==> src/rtl/ex_muldiv_ctrl.sv <==
// ex_muldiv_ctrl: RV32M multiply/divide sequencer beside the ex-stage ALU.
// Iterative 32-step shift-add multiply and restoring divide on operand
// magnitudes, with sign correction applied when the result is registered.
// Division special cases complete in one cycle.
// Optional build macro MULDIV_FAST_MUL_EN: all multiply ops use a single
// 33x33 signed multiplier in the issue cycle and bypass the iteration.
module ex_muldiv_ctrl #(
  parameter int XLEN = 32
) (
  input  logic            clk,
  input  logic            rst,
  input  logic            start_i,
  input  logic [2:0]      op_i,
  input  logic [XLEN-1:0] reg1_i,
  input  logic [XLEN-1:0] reg2_i,
  input  logic            flush_i,
  output logic            stall_o,
  output logic            done_o,
  output logic [XLEN-1:0] result_o
);

  typedef enum logic [1:0] {IDLE, CALC, DONE} state_t;

  state_t      state_q, state_d;
  logic [2:0]  op_q;
  logic [31:0] dvs_q;
  logic [63:0] acc_q;
  logic [4:0]  cnt;
  logic        neg_res_q;
  logic        neg_rem_q;

  logic        sgn1, sgn2, neg1, neg2;
  logic [31:0] mag1, mag2;
  logic        div_zero, div_ovf, special, accept;
  logic [31:0] special_res;

  logic [32:0] mul_sum;
  logic [63:0] mul_nx;
  logic [32:0] rem_sh;
  logic        rem_ge;
  logic [63:0] div_nx;
  logic [63:0] step_nx;
  logic [63:0] prod_c;
  logic [31:0] quo_c, rem_c, calc_res;

`ifdef MULDIV_FAST_MUL_EN
  logic signed [32:0] fast_a, fast_b;
  logic signed [63:0] fast_prod;
`endif

  always_comb begin
    sgn1        = (op_i == 3'b001) || (op_i == 3'b010) || (op_i == 3'b100) || (op_i == 3'b110);
    sgn2        = (op_i == 3'b001) || (op_i == 3'b100) || (op_i == 3'b110);
    neg1        = sgn1 & reg1_i[31];
    neg2        = sgn2 & reg2_i[31];
    mag1        = neg1 ? (~reg1_i + 32'd1) : reg1_i;
    mag2        = neg2 ? (~reg2_i + 32'd1) : reg2_i;
    div_zero    = op_i[2] && (reg2_i == '0);
    div_ovf     = op_i[2] && !op_i[0] && (reg1_i == 32'h8000_0000) && (reg2_i == '1);
    special     = div_zero || div_ovf;
    special_res = '0;
    if (div_zero)
      special_res = op_i[1] ? reg1_i : '1;
    else if (div_ovf)
      special_res = op_i[1] ? '0 : 32'h8000_0000;
`ifdef MULDIV_FAST_MUL_EN
    fast_a    = {sgn1 & reg1_i[31], reg1_i};
    fast_b    = {sgn2 & reg2_i[31], reg2_i};
    fast_prod = 64'(fast_a) * 64'(fast_b);
    if (!op_i[2]) begin
      special     = 1'b1;
      special_res = (op_i[1:0] == 2'b00) ? fast_prod[31:0] : fast_prod[63:32];
    end
`endif
    accept = (state_q == IDLE) && start_i && !flush_i;
  end

  // acc_q holds {partial product, multiplier} or {remainder, quotient}.
  always_comb begin
    mul_sum  = {1'b0, acc_q[63:32]} + (acc_q[0] ? {1'b0, dvs_q} : 33'd0);
    mul_nx   = {mul_sum, acc_q[31:1]};
    rem_sh   = acc_q[63:31];
    rem_ge   = rem_sh >= {1'b0, dvs_q};
    div_nx   = rem_ge ? {rem_sh[31:0] - dvs_q, acc_q[30:0], 1'b1}
                      : {rem_sh[31:0], acc_q[30:0], 1'b0};
    step_nx  = op_q[2] ? div_nx : mul_nx;
    prod_c   = neg_res_q ? (~step_nx + 64'd1) : step_nx;
    quo_c    = neg_res_q ? (~step_nx[31:0] + 32'd1) : step_nx[31:0];
    rem_c    = neg_rem_q ? (~step_nx[63:32] + 32'd1) : step_nx[63:32];
    calc_res = '0;
    case (op_q)
      3'b000:                 calc_res = prod_c[31:0];
      3'b001, 3'b010, 3'b011: calc_res = prod_c[63:32];
      3'b100, 3'b101:         calc_res = quo_c;
      default:                calc_res = rem_c;
    endcase
  end

  always_ff @(posedge clk or negedge rst) begin
    if (!rst)
      state_q <= IDLE;
    else
      state_q <= state_d;
  end

  always_comb begin
    state_d = state_q;
    stall_o = 1'b0;
    done_o  = 1'b0;
    case (state_q)
      IDLE: begin
        if (accept) begin
          state_d = special ? DONE : CALC;
          stall_o = !special;
        end
      end
      CALC: begin
        stall_o = 1'b1;
        if (cnt == 5'd31)
          state_d = DONE;
      end
      DONE: begin
        done_o  = !flush_i;
        state_d = IDLE;
      end
      default: state_d = IDLE;
    endcase
    if (flush_i)
      state_d = IDLE;
  end

  always_ff @(posedge clk or negedge rst) begin
    if (!rst) begin
      op_q      <= '0;
      dvs_q     <= '0;
      acc_q     <= '0;
      cnt       <= '0;
      neg_res_q <= 1'b0;
      neg_rem_q <= 1'b0;
      result_o  <= '0;
    end else if (accept) begin
      op_q      <= op_i;
      dvs_q     <= mag2;
      acc_q     <= {32'd0, mag1};
      cnt       <= '0;
      neg_res_q <= neg1 ^ neg2;
      neg_rem_q <= neg1;
      if (special)
        result_o <= special_res;
    end else if ((state_q == CALC) && !flush_i) begin
      acc_q <= step_nx;
      cnt   <= cnt + 5'd1;
      if (cnt == 5'd31)
        result_o <= calc_res;
    end
  end

endmodule

==> config.mk <==
export PLATFORM = sky130hd
export DESIGN_NAME = ex_muldiv_ctrl
export DESIGN_NICKNAME = d
export VERILOG_FILES = /design/src/rtl/ex_muldiv_ctrl.sv
export SDC_FILE = /design/constraint.sdc
export NUM_CORES = 1
export LEC_CHECK = 0
export BUFFER_PORTS_ARGS = -buffer_cell sky130_fd_sc_hd__buf_4
export CAP_MARGIN = 20
export CORE_MARGIN = 2
export CORE_UTILIZATION = 60
export CTS_BUF_LIST = sky130_fd_sc_hd__clkbuf_8
export CTS_CLUSTER_SIZE = 20
export DETAILED_ROUTE_END_ITERATION = 8
export MAX_ROUTING_LAYER = met4
export PLACE_DENSITY_LB_ADDON = 0.1
export SLEW_MARGIN = 20
export SYNTH_ARGS = -nofsm -noshare
export SYNTH_HDL_FRONTEND = slang
export SYNTH_SLANG_ARGS = --single-unit
==> constraint.sdc <==
create_clock -name clk -period 16.2 [get_ports clk]
set_input_delay 0.81 -clock clk [delete_from_list [all_inputs] [get_ports clk]]
set_output_delay 0.81 -clock clk [all_outputs]
set_load 0.01 [all_outputs]
## Word level (Yosys, flattened, before mapping)

Cells that the tools add are included.
W data, S select, Z words.

| word-level totals | value |
|---|---|
| input bits | 71 |
| word-level logic and storage cells | 96 |
| output and inout bits | 34 |
| register bits after elaboration | 140 |

| cells by class | value |
|---|---|
| add/sub/neg operators | 8 |
| reduce and logical (&&, ||, !) cells | 25 |
| bitwise logic cells | 8 |
| multiplexer cells | 29 |
| magnitude comparators | 1 |
| equal/unequal tests | 17 |

Operators by type and width:

| operator | number |
|---|---|
| $mux W32 | 13 |
| $mux W64 | 5 |
| $add A32 B1 Y32 const B | 4 |
| $not A32 Y32 | 4 |
| $pmux W32 S3 | 1 |
| $add A64 B1 Y64 const B | 1 |
| $eq A32 B32 Y1 const B | 2 |
| $not A64 Y64 | 1 |
| $add A32 B32 Y33 | 1 |
| $ge A33 B32 Y1 | 1 |
| $logic_not A32 Y1 | 1 |
| $sub A32 B32 Y32 | 1 |
| $eq A3 B3 Y1 const B | 4 |
| $mux W5 | 2 |
| $eq A3 B2 Y1 const B | 3 |
| $mux W2 | 4 |
| $logic_and A1 B1 Y1 | 7 |
| $eq A3 B1 Y1 const B | 2 |
| $logic_or A1 B1 Y1 | 6 |
| $ne A3 B3 Y1 const B | 2 |
| $add A5 B1 Y5 const B | 1 |
| $eq A5 B5 Y1 const B | 1 |
| $pmux W2 S2 | 1 |
| $reduce_bool A2 Y1 | 2 |
| other kinds (14) | 18 |

## Logic depth before layout (Yosys ltp)

Gate-level depths: netlist (run 1).

| logic depth | value |
|---|---|
| word-level depth | 10 |
| mapped depth | 27 |
| gate-level depth less buffers | 23 |

## Worst setup path before layout (run 1)

OpenSTA, ideal clock, no wires.

| timing path | value |
|---|---|
| path kind | reg2reg |
| start point | register op_q[2] |
| end point | register result_o[22] |
| clock period less this slack | 5.886 ns |
| library setup time | 0.139 ns |
| path buffers | 10 |
| slack | 10.314 ns |
| arrival time | 5.748 ns |
| cell stages (with the launch flop) | 25 |
| data required time | 16.061 ns |
| cell sequence | dfrtp_1 -> buf_2 -> buf_2 -> buf_2 -> buf_2 -> buf_2 -> buf_2 -> buf_2 -> buf_1 -> buf_1 -> nand2_1 -> o21ai_0 -> ha_1 -> nor3b_1 -> o221ai_1 -> or2_2 -> or3_1 -> or2_2 -> or3_1 -> nand2b_1 -> buf_2 -> o31ai_1 -> xnor2_1 -> a221oi_1 -> o211ai_1 |

| between the ends | value |
|---|---|
| longest elaborated chain between the ends | 8 |
| elaborated cells between the ends (all ways) | 22 |
| classes of those cells | add/sub (3); eq/ne (5); mux (8); bitwise (3); reduce/logical (3) |

Ends and longest elaborated chain:

| what | RTL line | text |
|---|---|---|
| start: declaration | 25 | `logic [2:0] op_q;` |
| start signal: assignment | 142 | `op_q <= op_i;` |
| $mux W64 | 86 | `step_nx = op_q[2] ? div_nx : mul_nx;` |
| $not A64 Y64, or another cell as far along | 87 | `prod_c = neg_res_q ? (~step_nx + 64'd1) : step_nx;` |
| $add A64 B1 Y64, or another cell as far along | 87 |  |
| $mux W64, or another cell as far along | 87 |  |
| $pmux W32 S3 * | 91 | `case (op_q)` |
| $mux W32 * | 153 | `if (cnt == 5'd31)` |
| $mux W32 * | 150 | `end else if ((state_q == CALC) && !flush_i) begin` |
| $mux W32 * | 141 | `end else if (accept) begin` |
| end signal: assignment | 149 | `result_o <= special_res;` |
| end signal: assignment | 154 | `result_o <= calc_res;` |
| end: declaration | 19 | `output logic [XLEN-1:0] result_o` |

Mark *: on every way between the ends. The rest lies on a longest branch, timed or not. The select of a mux whose other input is x is not followed.
A chain may end at the register's enable or synchronous reset.

## Worst setup path after layout (run 1)

| timing path | value |
|---|---|
| start point | register acc_q[41] |
| end point | register result_o[12] |

| between the ends | value |
|---|---|
| longest elaborated chain between the ends | 10 |
| elaborated cells between the ends (all ways) | 18 |
| classes of those cells | add/sub (5); order compare (1); mux (9); bitwise (3) |

Ends and longest elaborated chain:

| what | RTL line | text |
|---|---|---|
| start: declaration | 27 | `logic [63:0] acc_q;` |
| start signal: assignment | 144 | `acc_q <= {32'd0, mag1};` |
| start signal: assignment | 151 | `acc_q <= step_nx;` |
| $sub A32 B32 Y32 / $ge A33 B32 Y1 (equally long branches) | 84, 83 |  |
| $mux W64 | 84 | `div_nx = rem_ge ? {rem_sh[31:0] - dvs_q, acc_q[30:0], 1'b1}` |
| $mux W64 * | 86 |  |
| $not A64 Y64, or another cell as far along | 87 |  |
| $add A64 B1 Y64, or another cell as far along | 87 |  |
| $mux W64, or another cell as far along | 87 |  |
| $pmux W32 S3 * | 91 |  |
| $mux W32 * | 153 |  |
| $mux W32 * | 150 |  |
| $mux W32 * | 141 |  |

Marks and branches as above.

==> run metrics, run 1 <==
status finished clean; antenna viol nets, final 0; total power between 0.003 and 0.004 W; CP arrival between 7 and 8 ns; IR drop worst, VDD approximately 0.00012 V; Total GRT Usage between 40 and 50%; Syn Nets about 2200; CP Launch Type flop; die outline width around 160 µm; first-pass GRT wire length 88900 µm; Final Cycle Share between 40% and 50%; Slew Limit Fails 0; number of global-route vias before repair 15300; fmax 0.146 GHz; First-pass DRT Iterations 6; RSZ-0062 raised after global routing false; Yosys top cell by area dfrtp_1; buffers from clock root to sink, at most 2; vias per std cell 6.96; root buffer cell clkbuf_8; pin count of the biggest net entering global routing 93; DR DRC count 0; crit end category flop; setup TNS 0 ns; Synth Warn # 0; P_leak roughly 7 nW; design area 16500 µm²; Sequential Area between 3000 and 4000 µm²; worst slack, placed approximately 9.6 ns; Crit Path Max Fanout 23; Hold Buf Count CTS 0; maxcap violations 0; Post-CTS Resized 0; WL/cell 24.4 µm; Yosys cell types around 110; reg-to-reg critical path startpoint acc_q[41]$_DFFE_PN0N_; most common flop cell mapped by yosys dfrtp_1; Crit path required time 16.50 ns; most numerous cell in the Yosys netlist nand2_1; H-tree level count 4; Worst-Skew Late Latency 0.48 ns; final core occ roughly two thirds; setup bufs post-CTS 0; CTS buffer count 17; Slew HR slightly above 30%; CP Class flop to flop; Clock Sinks 140; Synth area leaders dfrtp_1, o21ai_0, nand2_1, ha_1, xnor2_1; Mean Syn Cell Area ~7.5 µm²; share of cells above drive strength 1 10.9%; cell row count 58; via count around 17000; worst setup margin 9.35 ns; Mapped Area about 15000 µm²; crit path launch acc_q[41]$_DFFE_PN0N_; Detail Placement HPWL between 40000 and 50000 µm; share of the synthesized area in the top cell type a little under a quarter; initial core utilization between 60 and 70%; P&R area growth vs syn 8.43%; R2R Path End result_o[12]$_DFFE_PN0P_; Core ar. 25000 µm²; flop and latch count out of synthesis 140; Layout Nets 2200; Syn Inst Count approximately 2000; Fin. Hold Viols 0; worst slew pin tran slightly above 1 ns; I/O pins 105; PwrDens about 190 nW/µm²; final WL roughly 59000 µm; commonest cells in the netlist nand2_1, o21ai_0, nor2_1, dfrtp_1, a21oi_1; GR Overflow Total 0; fraction of registers with async set/reset 100%; Clock Skews 0.0260 ns; clk slew on worst S/H paths about 0.11 ns; worst r2r path cells 21; CTS tree built; post-synthesis sequential area ratio 23.0%; min cycle time layout ~6.9 ns; FILL cells about 2300; Die Footprint 26700 µm²; worst hold path class input pin to asynchronous set/reset pin; total area of multi-input combinational cells 11000 µm²; Post-synth EDFFs 0; initial antenna violation count 3; count of input and output buffers about 100; Placement Cell Area about 16000 µm²; drt first-iter violations approximately 2500; flop2flop setup slack 9.35 ns; RePlAce Congestion just over 1; endpoints failing setup 0; Die Y ~160 µm
[metrics by stage]
step | hold slack, ns | std cells
2_1_floorplan | 0.464 | 2027
3_3_place_gp | 0.472 | 2367
3_5_place_dp | 0.486 | 2367
4_1_cts | 0.414 | 2398
5_1_grt | 0.424 | 2399
6_report | 0.370 | 2399
[cell families (layout without fill, tap and decap cells)]
| family | count (synthesis) | count (layout) | share of synthesized area (%) |
|---|---|---|---|
| AOI/OAI and AO/OA | 707 | 707 | 30.8 |
| and+or+nand+nor | 702 | 702 | 22.4 |
| buffers and inverters | 195 | 236 | 5.33 |
| xor gates and xnor gates | 169 | 169 | 9.70 |
| DFF | 140 | 140 | 23.0 |
| adders and majority gates | 73 | 73 | 6.09 |
| muxes | 41 | 41 | 2.71 |
| other | 0 | 1 | 0 |
[area by class of cell]
cell class,instances,area share [%]
Sequential cell,140,21.2
Multi-Input combinational cell,1692,66.2
Clock buffer,17,1.41
Timing Repair Buffer,130,5.92
Antenna cell,1,0.0151
Inverter,75,1.70
Clock inverter,14,1.04
Tap cell,330,2.50
[layout by cell type, fill, tap and decap left out, drive strengths merged, types with 30 or more instances in the layout]
cell type / count
ha: 71
xnor2: 89
nor3: 50
nand2: 260
inv: 79
o211ai: 59
nor2: 157
buf: 130
dfrtp: 140
nand4: 30
a31oi: 35
a21oi: 140
and2: 40
o21ai: 242
xor2: 80
o31ai: 34
mux2i: 38
[flip-flops by register name (all words and copies together) (netlist names)]
| register | cells |
|---|---|
| acc_q | 64 |
| cnt | 5 |
| dvs_q | 32 |
| neg_rem_q | 1 |
| neg_res_q | 1 |
| op_q | 3 |
| result_o | 32 |
| state_q | 2 |
[power by group]
group          total (W)  internal (W)  switching [W]
Combinational    0.00221      0.000757        0.00145
Clock           0.000315      0.000152       0.000162
Sequential      0.000554      0.000432       0.000123
Total            0.00308       0.00134        0.00174
[how the worst max path moves through the flow]
stage,endpoint,depth (start not counted),slack (ns)
after global routing,result_o[12]$_DFFE_PN0P_,21,8.92
after CTS,result_o[12]$_DFFE_PN0P_,22,9.51
final,result_o[12]$_DFFE_PN0P_,21,9.35
after global placement,result_o[12]$_DFFE_PN0P_,21,9.82
after detailed placement,result_o[12]$_DFFE_PN0P_,22,9.59
after floorplan,result_o[22]$_DFFE_PN0P_,24,10.31
[worst max-delay path, stage by stage, from the launching register on]
cell      delay [ns]
dfrtp_1         0.44
ha_1            0.44
nand4_4         0.21
o221ai_2        0.19
a31o_4          0.31
o311a_4         0.43
nor2_4          0.55
nand2_1         0.11
o21ai_0         0.18
ha_1            0.25
nor3b_1         0.26
o221ai_1        0.18
or2_2           0.34
or3_1           0.44
or2_2           0.33
or3_1           0.36
nand2b_1        0.49
nor3_1          0.38
nand4_1         0.18
a32o_1          0.33
o22ai_1         0.11
o21ai_0         0.12
[per-layer routing]
layer  up-vias  global-route usage, %  wire (µm)
li1       7496                      -          -
met1      7893                   60.6      24100
met2      1122                   63.2      24200
met3       178                   14.4       8040
met4         0                   14.1       2190
met5         -                      -          0
(Power assumes the default switching activity.)
==> run 2, diff against run 1 <==
Clock period 16.2 ns to 6.9 ns, I/O delays scaled along.
==> run 2 against run 1 <==
  * Clock skew down 0.0035 ns
  * Sequential share of layout area fell by 0.12 points
  * Via count rose by 1.1%
  * Sequential cell count stayed put
  * Global-route usage rose by 0.082 points
  * Critical endpoint unchanged
  * Utilization grew 0.36 points
  * Clock-buffer cell count increased by 1
  * Clock power grew 140%
  * Fmax grew 9.8%
==> run metrics, run 2 (same netlist as run 1, synthesis figures left out) <==
status finished clean (unchanged); P_leak 6.88 nW (was 6.83 nW); worst hold path class input pin to flop (was input pin to asynchronous set/reset pin); root buffer cell clkbuf_8 (unchanged); M1 WL 23500 µm (was 24100 µm); final core occ 66.4% (was 66.1%); power share of the clock group 10.4% (was 10.2%); Int Pwr 0.00319 W (was 0.00134 W); Crit path required time 7.23 ns (was 16.50 ns); slowest stage delay, CP 0.46 ns (was 0.55 ns); RSZ-0062 raised after global routing false (unchanged); crit end category flop (unchanged); CTS buffer count 17 (unchanged); CP arrival 6.56 ns (was 7.15 ns); cell row count 58 (unchanged); die outline width 163 µm (unchanged); Top Metal Used met4 (unchanged); initial antenna violation count 3 (unchanged); CP Launch Type flop (unchanged); NetSw 0.00411 W (was 0.00174 W); share of cells above drive strength 1 11.3% (was 10.9%); IR drop worst, VDD 0.000229 V (was 0.000120 V); reg-to-reg critical path startpoint acc_q[37]$_DFFE_PN0N_ (was acc_q[41]$_DFFE_PN0N_); Slew HR 29.7% (was 30.9%); RePlAce Congestion 1.04 (was 1.03); CP Buf/Inv Count 0 (unchanged); largest reg by FF count acc_q (unchanged); P&R area growth vs syn 9.03% (was 8.43%); WL/cell 24.4 µm (about the same); pin count of the biggest net entering global routing 91 (was 93); GR Overflow Total 0 (unchanged); CP Class flop to flop (unchanged); via count 16900 (was 16700); I/O pins 105 (unchanged); first-pass GRT wire length 88900 µm (about the same); drt first-iter violations 2269 (was 2549); DR WL met3 8190 µm (was 8040 µm); Reg power frac 17.9% (was 18.0%); R2R Path End result_o[12]$_DFFE_PN0P_ (unchanged); Die Footprint 26700 µm² (unchanged); Total GRT Usage 44.8% (about the same); maxcap violations 0 (unchanged); number of global-route vias before repair 15300 (about the same); Sequential Area 3510 µm² (unchanged); Post-CTS Resized 0 (unchanged); Slowest-stage cell, CP nand2b_1 (was nor2_4); FILL cells 2229 (was 2259); fmax 0.160 GHz (was 0.146 GHz); antenna viol nets, final 0 (unchanged); most frequent cells in the layout nand2_1, o21ai_0, nor2_1, dfrtp_1, buf_4 (was nand2_1, o21ai_0, nor2_1, dfrtp_1, a21oi_1); commonest non-fill, non-tap cell in the layout nand2_1 (unchanged); vias per std cell 7.00 (was 6.96); clk slew on worst S/H paths 0.10 ns (was 0.11 ns); DR DRC count 0 (unchanged); Clock Skews 0.0226 ns (was 0.0260 ns); Final Cycle Share 90.4% (was 42.3%); H-tree level count 4 (unchanged); Cell Chain, Critical Path ha_1 -> a21oi_2 -> o221ai_2 -> a31o_4 -> o311a_4 -> nor2_4 -> nand2_1 -> o21ai_0 -> ha_1 -> nor3b_1 -> o221ai_1 -> or2_2 -> or3_1 -> or2_2 -> or3_1 -> nand2b_1 -> nor3_1 -> nand4_1 -> a32o_1 -> o22ai_1 -> o21ai_0 (was ha_1 -> nand4_4 -> o221ai_2 -> a31o_4 -> o311a_4 -> nor2_4 -> nand2_1 -> o21ai_0 -> ha_1 -> nor3b_1 -> o221ai_1 -> or2_2 -> or3_1 -> or2_2 -> or3_1 -> nand2b_1 -> nor3_1 -> nand4_1 -> a32o_1 -> o22ai_1 -> o21ai_0); setup TNS 0 ns (unchanged); delay-heaviest family, CP simple AND/OR/NAND/NOR gates (unchanged); flop2flop setup slack 0.66 ns (was 9.35 ns); Largest register FFs 64 (unchanged); combinational power share 71.7% (was 71.8%); Die Y 163 µm (unchanged); Clock Sinks 140 (unchanged); hold path cells 3; final WL 58800 µm (was 58600 µm); initial core utilization 60.9% (unchanged); Core ar. 25000 µm² (unchanged); Layout Nets 2211 (was 2200); First-pass DRT Iterations 8 (was 6); Detail Placement HPWL 44500 µm (was 44700 µm); Min-Delay Endpoint op_q[2]$_DFFE_PN0P_; Sw Share 56.3% (was 56.4%); largest registers acc_q (64), dvs_q (32), result_o (32) (unchanged); Fin. Hold Viols 0 (unchanged); Crit Path Max Fanout 13 (was 23); buffers from clock root to sink, at most 2 (unchanged); worst slew pin tran 1.04 ns (was 1.03 ns); Worst-Skew Late Latency 0.49 ns (was 0.48 ns); CTS tree built (unchanged); Slew Limit Fails 0 (unchanged); count of input and output buffers 104 (unchanged); Detail Route met2 WL 24400 µm (was 24200 µm); worst r2r path cells 21 (unchanged); PwrDens 439 nW/µm² (was 186 nW/µm²); min cycle time layout 6.24 ns (was 6.85 ns); endpoints failing setup 0 (unchanged); total area of multi-input combinational cells 10900 µm² (was 11000 µm²); hold path start op_i[2]
run 2: area by class of cell:
| class | instances | area share [%] |
|---|---|---|
| multi-input combinational | 1692 | 65.8 |
| sequential | 140 | 21.1 |
| timing repair buffer | 141 | 6.40 |
| tap | 330 | 2.48 |
| inverter | 75 | 1.69 |
| clock buffer | 18 | 1.49 |
| clock inverter | 14 | 0.993 |
| antenna | 2 | 0.0301 |
run 2: worst register-to-register path, cell delays in order (launching register included):
cell and delay [ns]:
dfrtp_1 0.43, ha_1 0.41, a21oi_2 0.24, o221ai_2 0.20, a31o_4 0.31, o311a_4 0.43, nor2_4 0.12, nand2_1 0.07
o21ai_0 0.19, ha_1 0.25, nor3b_1 0.24, o221ai_1 0.18, or2_2 0.35, or3_1 0.44, or2_2 0.34, or3_1 0.37
nand2b_1 0.46, nor3_1 0.35, nand4_1 0.16, a32o_1 0.32, o22ai_1 0.12, o21ai_0 0.10
run 2: worst max-delay path by stage:
stage                           from                  endpoint  cells past startpoint
3_5_place_dp   acc_q[39]$_DFFE_PN0N_  result_o[12]$_DFFE_PN0P_                     21
5_1_grt        acc_q[39]$_DFFE_PN0N_  result_o[12]$_DFFE_PN0P_                     21
3_3_place_gp   acc_q[39]$_DFFE_PN0N_  result_o[12]$_DFFE_PN0P_                     21
2_1_floorplan    op_q[2]$_DFFE_PN0P_  result_o[22]$_DFFE_PN0P_                     24
4_1_cts        acc_q[39]$_DFFE_PN0N_  result_o[12]$_DFFE_PN0P_                     21
6_report       acc_q[37]$_DFFE_PN0N_  result_o[12]$_DFFE_PN0P_                     21
run 2: per-stage QoR:
stage	hold slack, ns	std cells	worst slack [ns]	power, W	cell area (µm²)
2_1_floorplan	0.0494	2027	1.01	0.00488	15300
3_3_place_gp	0.441	2377	0.947	0.00626	16200
3_5_place_dp	0.449	2377	0.797	0.00632	16200
4_1_cts	0.0771	2410	0.741	0.00708	16600
5_1_grt	0.0995	2412	0.294	0.00768	16600
6_report	0.0883	2412	0.661	0.00731	16600
run 2: layer usage:
metal | up-vias | global-route usage (%)
met5 | - | -
li1 | 7517 | -
met2 | 1174 | 64.2
met1 | 7964 | 59.3
met3 | 220 | 13.8
met4 | 0 | 17.2
run 2: what timing repair did:
action | 4_1_cts | 5_1_grt
hold endpoints to repair | 86 | 0
buffers inserted | 0 | 0
hold buffers | 1 | 0
run 2: power groups by stage:
stage	Combinational [W]	Sequential [W]	Clock [W]
5_1_grt	0.00556	0.00133	0.000783
6_report	0.00524	0.00131	0.000756
2_1_floorplan	0.00369	0.00119	0
3_5_place_dp	0.00501	0.00131	0
4_1_cts	0.00504	0.00130	0.000750
3_3_place_gp	0.00496	0.00130	0
